--- src/rtl/mem_arbiter.sv ---
// mem_arbiter
//   Shares the single 16-bit main memory port between the I-cache fill FSM,
//   the D-cache fill FSM and the D-cache write-through path. A fill owns the
//   port until its requester drops req. A write is a single beat. Every read
//   issue is tagged in a LATENCY-deep pipe so that returned data reaches the
//   requester that issued it, even after the grant has moved on.
//
// Ports
//   clk, rst_n                     clock (rising edge), async active-low reset
//   i_req/i_addr                   I-cache fill request and word address
//   i_grant/i_data_valid/i_data    I-cache ownership, routed read data
//   d_req/d_addr                   D-cache fill request and word address
//   d_grant/d_data_valid/d_data    D-cache ownership, routed read data
//   w_req/w_addr/w_wdata/w_ack     write-through store, w_ack pulses on issue
//   mem_enable/mem_wr/mem_addr/mem_wdata   memory request port
//   mem_rdata/mem_rdata_valid      memory read return, LATENCY cycles after issue
//   orphan_err                     sticky: read data arrived with no tag at pipe head
//
// Handshake: all requests are level signals. A fill requester keeps x_req high
// for as long as it wants the port; every cycle with x_grant=1 and x_req=1 is
// one read issue. A store keeps w_req, w_addr and w_wdata stable until the
// cycle in which w_ack=1, which is the cycle the store is on the memory port.
// The arbiter state is held in state_q (enum state_e) for observation.

module mem_arbiter #(
  parameter int LATENCY = 4
) (
  input  logic        clk,
  input  logic        rst_n,
  input  logic        i_req,
  input  logic [15:0] i_addr,
  output logic        i_grant,
  output logic        i_data_valid,
  output logic [15:0] i_data,
  input  logic        d_req,
  input  logic [15:0] d_addr,
  output logic        d_grant,
  output logic        d_data_valid,
  output logic [15:0] d_data,
  input  logic        w_req,
  input  logic [15:0] w_addr,
  input  logic [15:0] w_wdata,
  output logic        w_ack,
  output logic        mem_enable,
  output logic        mem_wr,
  output logic [15:0] mem_addr,
  output logic [15:0] mem_wdata,
  input  logic [15:0] mem_rdata,
  input  logic        mem_rdata_valid,
  output logic        orphan_err
);

  typedef enum logic [1:0] {
    IDLE   = 2'd0,
    FILL_I = 2'd1,
    FILL_D = 2'd2,
    WRITE  = 2'd3
  } state_e;

  // Requester ids carried in the tag pipe and in last_fill.
  localparam logic ID_I = 1'b0;
  localparam logic ID_D = 1'b1;

  state_e             state_q, state_d;
  logic               last_fill_q, last_fill_d;
  logic [LATENCY-1:0] tag_v_q, tag_v_d;
  logic [LATENCY-1:0] tag_id_q, tag_id_d;
  logic               orphan_q, orphan_d;

  logic rd_issue;
  logic rd_id;
  logic head_v;
  logic head_id;

  // Next-state and memory-port outputs.
  always_comb begin
    state_d     = state_q;
    last_fill_d = last_fill_q;
    mem_enable  = 1'b0;
    mem_wr      = 1'b0;
    mem_addr    = 16'h0000;
    mem_wdata   = 16'h0000;
    w_ack       = 1'b0;
    case (state_q)
      IDLE: begin
        // A pending store always goes first; on a fill tie the requester
        // that did not own the previous fill wins.
        if (w_req) begin
          state_d = WRITE;
        end else if (i_req && d_req) begin
          if (last_fill_q == ID_I) begin
            state_d     = FILL_D;
            last_fill_d = ID_D;
          end else begin
            state_d     = FILL_I;
            last_fill_d = ID_I;
          end
        end else if (i_req) begin
          state_d     = FILL_I;
          last_fill_d = ID_I;
        end else if (d_req) begin
          state_d     = FILL_D;
          last_fill_d = ID_D;
        end
      end
      FILL_I: begin
        mem_enable = i_req;
        mem_addr   = i_addr;
        if (!i_req) state_d = IDLE;
      end
      FILL_D: begin
        mem_enable = d_req;
        mem_addr   = d_addr;
        if (!d_req) state_d = IDLE;
      end
      WRITE: begin
        mem_enable = 1'b1;
        mem_wr     = 1'b1;
        mem_addr   = w_addr;
        mem_wdata  = w_wdata;
        w_ack      = 1'b1;
        state_d    = IDLE;
      end
      default: state_d = IDLE;
    endcase
  end

  assign rd_issue = mem_enable & ~mem_wr;
  assign rd_id    = (state_q == FILL_D) ? ID_D : ID_I;

  // Tag pipe: stage 0 holds this cycle's issue one cycle later; the head
  // (stage LATENCY-1) lines up with the cycle mem_rdata_valid is expected.
  always_comb begin
    tag_v_d  = (tag_v_q << 1) | LATENCY'(rd_issue);
    tag_id_d = (tag_id_q << 1) | LATENCY'(rd_issue & rd_id);
  end

  assign head_v  = tag_v_q[LATENCY-1];
  assign head_id = tag_id_q[LATENCY-1];

  // Routing follows the tag, not the current grant.
  assign i_data_valid = mem_rdata_valid & head_v & (head_id == ID_I);
  assign d_data_valid = mem_rdata_valid & head_v & (head_id == ID_D);
  assign i_data       = i_data_valid ? mem_rdata : 16'h0000;
  assign d_data       = d_data_valid ? mem_rdata : 16'h0000;

  assign orphan_d   = orphan_q | (mem_rdata_valid & ~head_v);
  assign orphan_err = orphan_q;

  assign i_grant = (state_q == FILL_I);
  assign d_grant = (state_q == FILL_D);

  always_ff @(posedge clk or negedge rst_n) begin
    if (!rst_n) begin
      state_q     <= IDLE;
      last_fill_q <= ID_I;
      tag_v_q     <= '0;
      tag_id_q    <= '0;
      orphan_q    <= 1'b0;
    end else begin
      state_q     <= state_d;
      last_fill_q <= last_fill_d;
      tag_v_q     <= tag_v_d;
      tag_id_q    <= tag_id_d;
      orphan_q    <= orphan_d;
    end
  end

endmodule

--- config.mk ---
export PLATFORM = sky130hd
export DESIGN_NAME = mem_arbiter
export DESIGN_NICKNAME = d
export VERILOG_FILES = /design/src/rtl/mem_arbiter.sv
export SDC_FILE = /design/constraint.sdc
export NUM_CORES = 1
export LEC_CHECK = 0
export CAP_MARGIN = 20
export CORE_MARGIN = 2
export CORE_UTILIZATION = 23
export DETAILED_ROUTE_END_ITERATION = 10
export PLACE_DENSITY = 0.9
export SLEW_MARGIN = 25
export SYNTH_ARGS = -nofsm -noshare
export SYNTH_HDL_FRONTEND = slang
export SYNTH_SLANG_ARGS = --single-unit
--- constraint.sdc ---
create_clock -name clk -period 1.4 [get_ports clk]
set_clock_uncertainty 0.1 [all_clocks]
set_input_delay 0.28 -clock clk [delete_from_list [all_inputs] [get_ports clk]]
set_output_delay 0.28 -clock clk [all_outputs]
set_load 0.05 [all_outputs]
# Word level (Yosys, flattened, before mapping)
# Cells that the tools add are included.
totals:
  reg_bits: 12
  latch_bits: 0
  mem_bits_rw: 0
  mem_bits_ro: 0
  elab_cells: 48
  memories: 0
op_classes:
  n_addsub: 0
  mul: 0
  div_mod_pow: 0
  order_cmp: 0
  eq_ne: 6
  shift: 0
  n_mux: 19
  bitwise_logic: 13
  n_reduce_logical: 5
op_table:
  columns: ["cell", "n"]
  rows:
  - ["$mux 16", 3]
  - ["$pmux 16 s3", 1]
  - ["$mux 2", 7]
  - ["$or 4x1->4", 2]
  - ["$pmux 2 s4", 1]
  - ["$and 1x1->1", 6]
  - ["$mux 1", 6]
  - ["$reduce_and 3->1", 2]
  - ["$ne 5x5->1 const B", 1]
  - ["$eq 2x2->1 const B", 2]
  - ["$ne 2x2->1 const B", 2]
  - ["$not 1->1", 4]
  - ["$pmux 1 s3", 1]
  - ["$reduce_bool 3->1", 1]
  - ["$eq 2x1->1 const B", 1]
  - ["$logic_not 2->1", 1]
  - ["$logic_and 1x1->1", 1]
  - ["$or 1x1->1", 1]

# Logic depth before layout (Yosys ltp)
logic_depth:
  ltp_word: 6
  depth_mapped: 5

# Worst setup path after synthesis
# No wires, ideal clock.
synth_path:
  path_type: "reg-to-output"
  from: "register state_q[0]"
  to: "output w_ack"
  arrival_time_ps: 1474
  t_required_ps: 1020
  setup_slack_ps: -454
  stages_incl_launch_ff: 6
  path_cell_list: "dfrtp_1 -> buf_6 -> buf_6 -> clkbuf_2 -> and2_1 -> buf_4"
synth_between:
  elab_chain_cells: 2
synth_rtl:
  columns: ["item", "line_no", "rtl"]
  rows:
  - ["from (decl)", "64", "state_e state_q, state_d;"]
  - ["from (signal assigned)", "161", "state_q <= state_d;"]
  - ["$eq 2x2->1", null, null]
  - ["$mux 1", null, null]
  - ["to (decl)", "43", "output logic w_ack,"]
# No other way between the ends.

# Final worst setup path
layout_path:
  from: "register state_q[0]"
  to: "output mem_addr[7]"
layout_between:
  elab_chain_cells: 2
  elab_cells_between_ends: 4
  cone_classes: "eq/ne: 3; mux: 1"
layout_rtl:
  columns: ["item", "line_no", "rtl"]
  rows:
  - ["$eq 2x2->1 or $eq 2x1->1 (tied branches)", "84", "case (state_q)"]
  - ["$pmux 16 s3 *", "84", null]
  - ["to (decl)", "46", "output logic [15:0] mem_addr,"]
# Every way passes the cells marked *; elsewhere a longest branch is shown, timed or not.

==> out/summary.txt <==
share of Yosys cell area claimed by the top area cell type: 24.7%
worst-case register-to-register setup slack: 0.09 ns
worst endpoint required time: 1.02 ns
number of antenna violations at the first check in global routing: 0
CTS tree: done
clock edge transition at the registers on the reported setup and hold paths: 0.05 ns
CTS H-Tree Depth: 1
number of design rule violations left after detail routing: 0
number of unique standard cell types used by synthesis: 24
data arrival at the endpoint of the critical path: 1.53 ns
net count after synthesis: 236
ratio of routed vias to standard cells: 4.75
part of the Yosys area used for sequential elements: 24.7%
Worst Hold Margin: 0.248 ns
FF+latch count, synth: 12
routed len/inst: 19.0 um
Final nets: 410
violations in the final reports: negative setup slack
hold violation total from the final report: 0
count of endpoints failing setup in the final report: 71
starting density of the core: 23.8%
clock tree root buffer cell: sky130_fd_sc_hd__clkbuf_8
count of max-cap constraint violations: 0
post-synthesis area per instance: 8.09 um2
achievable clock frequency: 524 MHz
number of global-route vias before repair: 2175
max_slew headroom: 65.8%
hold-critical path depth: 0
CP max FO: 14
fraction of the mapped netlist area in compound gates: 15.9%
aggregate global routing overflow: 0
Setup TNS Final: -21.08 ns
height of the die: 76.6 um
post-route clock period utilization: 136%
Warnings, synthesis: 0
final critical-path required period: 1.91 ns
setup repair after global routing missed its margin: yes
Leak: 1.79 nW
placement row count: 26
Synth Instances: 150
placeable core area: 5110 um2
global-route wire length before repair: 11800 um
Syn Std Cell Area: 1210 um2
fraction of synthesized area in multiplexers: 18.9%
transition time at the pin with the least slew margin: 0.512 ns
DRT iter0 DRCs: 29
GPL Wtd Cong: 0.762
number of sinks handled by clock tree synthesis: 12
share of synthesized cell area in full adder, half adder and majority cells: 0%
sum of routed wire length over all layers: 7460 um
Detailed Routing Iterations Pass 1: 4
overall routing resource usage: 26.2%
final-report max-slew violation count: 0
post-route cell area: 4440 um2
number of filler instances in the final layout: 230
Worst setup startpoint: state_q[0]
Setup Crit Path Kind: reg -> out
number of placed I/O pins: 158
peak supply drop: 0.00161 V
launch instance of the worst register-to-register path: state_q[0]
number of buffers added on ports: 157
area fraction in and, or, nand and nor cells after synthesis: 29.7%
status: finished with violations
area leader, netlist: sky130_fd_sc_hd__dfrtp_1
fraction of final layout cells with drive strength greater than 1: 66.6%
end of the critical path: mem_addr[7]
post-DP HPWL: 6230 um
Die Outline Area: 5870 um2
crit start category: register
DP Worst Slack: -0.477 ns
area taken by flip-flops and latches: 304 um2
most common cell after layout, fill and taps aside: sky130_fd_sc_hd__clkdlybuf4s50_1
final core occ: 87.0%
Layout area overhead: 266%
final worst setup slack: -0.509 ns
Die W: 76.6 um
most used cells in the layout excluding fill and tap cells: 82 x sky130_fd_sc_hd__clkdlybuf4s50_1, 79 x sky130_fd_sc_hd__buf_12, 34 x sky130_fd_sc_hd__nor2_4
number of buffers inserted for hold repair after clock tree synthesis: 0
Bufs on Longest Clock Path: 2
Hold WC Path Type: reg -> reg
dominant combinational cell family by area after synthesis: simple AND/OR/NAND/NOR gates
source-to-sink clock delay at the later pin of the worst-skew pair: 0.23 ns
multi-input gate area in the final layout: 1360 um2
ratio of total power to cell area: 1830 nW/um2
cts bufs inserted: 3
largest net degree at the start of global routing: 28
number of routed nets with antenna violations: 0
fraction of synthesized cell area in xor and xnor cells: 0%
endpoint of the lowest-slack register-to-register path: last_fill_q
Post-Place Cell Area: 4190 um2
endpoint type of the worst setup path: primary output
r2r worst-path depth: 5
vias after detailed routing: 1867
Inserted Diodes: 0
top cells by area in the synthesized netlist: sky130_fd_sc_hd__dfrtp_1 25%, sky130_fd_sc_hd__mux2_4 16%, sky130_fd_sc_hd__a22o_1 12%, sky130_fd_sc_hd__nor2_1 11%, sky130_fd_sc_hd__and3_1 8.2%
where the power goes:
group	total [W]	internal (W)	switching (W)
Clock	0.000365	0.000248	0.000117
Combinational	0.00716	0.00359	0.00356
Sequential	0.000591	0.000476	0.000116
Total	0.00811	0.00432	0.00380
cells by family (layout without fill, tap and decap cells):
kind of cell,after synthesis,after routing
AOI/OAI and AO/OA,25,25
buffers and inverters,19,192
DFF,12,12
muxes,16,16
and+or+nand+nor,78,78
worst min path at each step:
stage	startpoint	slack, ns	end
after floorplan	rst_n	-0.12	last_fill_q
after CTS	tag_id_q[2]	0.25	tag_id_q[3]
after global routing	tag_v_q[2]	0.26	tag_v_q[3]
final	tag_id_q[2]	0.25	tag_id_q[3]
after global placement	tag_id_q[0]	0.23	tag_id_q[1]
after detailed placement	tag_id_q[2]	0.24	tag_id_q[3]
Yosys cell counts (all sizes together):
| cell type | number |
|---|---|
| dfrtp | 12 |
| mux2 | 16 |
| clkbuf | 6 |
| nor3 | 1 |
| and2 | 1 |
| nor3b | 1 |
| nand2 | 20 |
| o21ai | 3 |
| a22o | 16 |
| a21oi | 2 |
| nor2b | 2 |
| nor2 | 34 |
| a31oi | 2 |
| nand2b | 3 |
| o21bai | 2 |
| buf | 11 |
| and3 | 16 |
| inv | 2 |
sequential cells by signal (all words and copies together), names as in the netlist:
signal and cells:
tag_id_q 4, state_q 2, tag_v_q 4, orphan_err 1, last_fill_q 1
critical path, stage by stage, from the launching register on:
cell                      delay [ns]
sky130_fd_sc_hd__dfrtp_2        0.40
sky130_fd_sc_hd__buf_12         0.17
sky130_fd_sc_hd__mux2_2         0.35
sky130_fd_sc_hd__a22o_2         0.23
sky130_fd_sc_hd__buf_12         0.15
repair_timing:
item	CTS	global route
resized for setup	37	11
pin swaps	9	6
setup buffers	6	3
cloned	1	0
endpoints found under the setup margin	72	73
hold endpoints to repair	0	0
metrics by stage:
step	instances	total power (W)
after detailed placement	383	0.00746
after CTS	394	0.00818
after floorplan	150	0.00463
after global routing	393	0.00840
after global placement	383	0.00730
final	393	0.00811
final cells by class:
class                           count  area share [%]
Multi-Input combinational cell    119            30.7
Clock buffer                        4            1.24
Tap cell                           70            1.97
Sequential cell                    12            6.84
Inverter                            2           0.169
Timing Repair Buffer              186            59.1
layer usage:
layer / wire, um / part of all wire (%) / GRT usage (%) / vias to the layer above
li1: - / - / - / 861
met1: 2370 / 32 / 24.0 / 873
met2: 4370 / 59 / 54.9 / 119
met3: 533 / 7.1 / 6.28 / 14
met4: 186 / 2.5 / 8.18 / 0
met5: 0 / 0 / 0 / -
No activity file was read; power rests on OpenSTA's default activity.
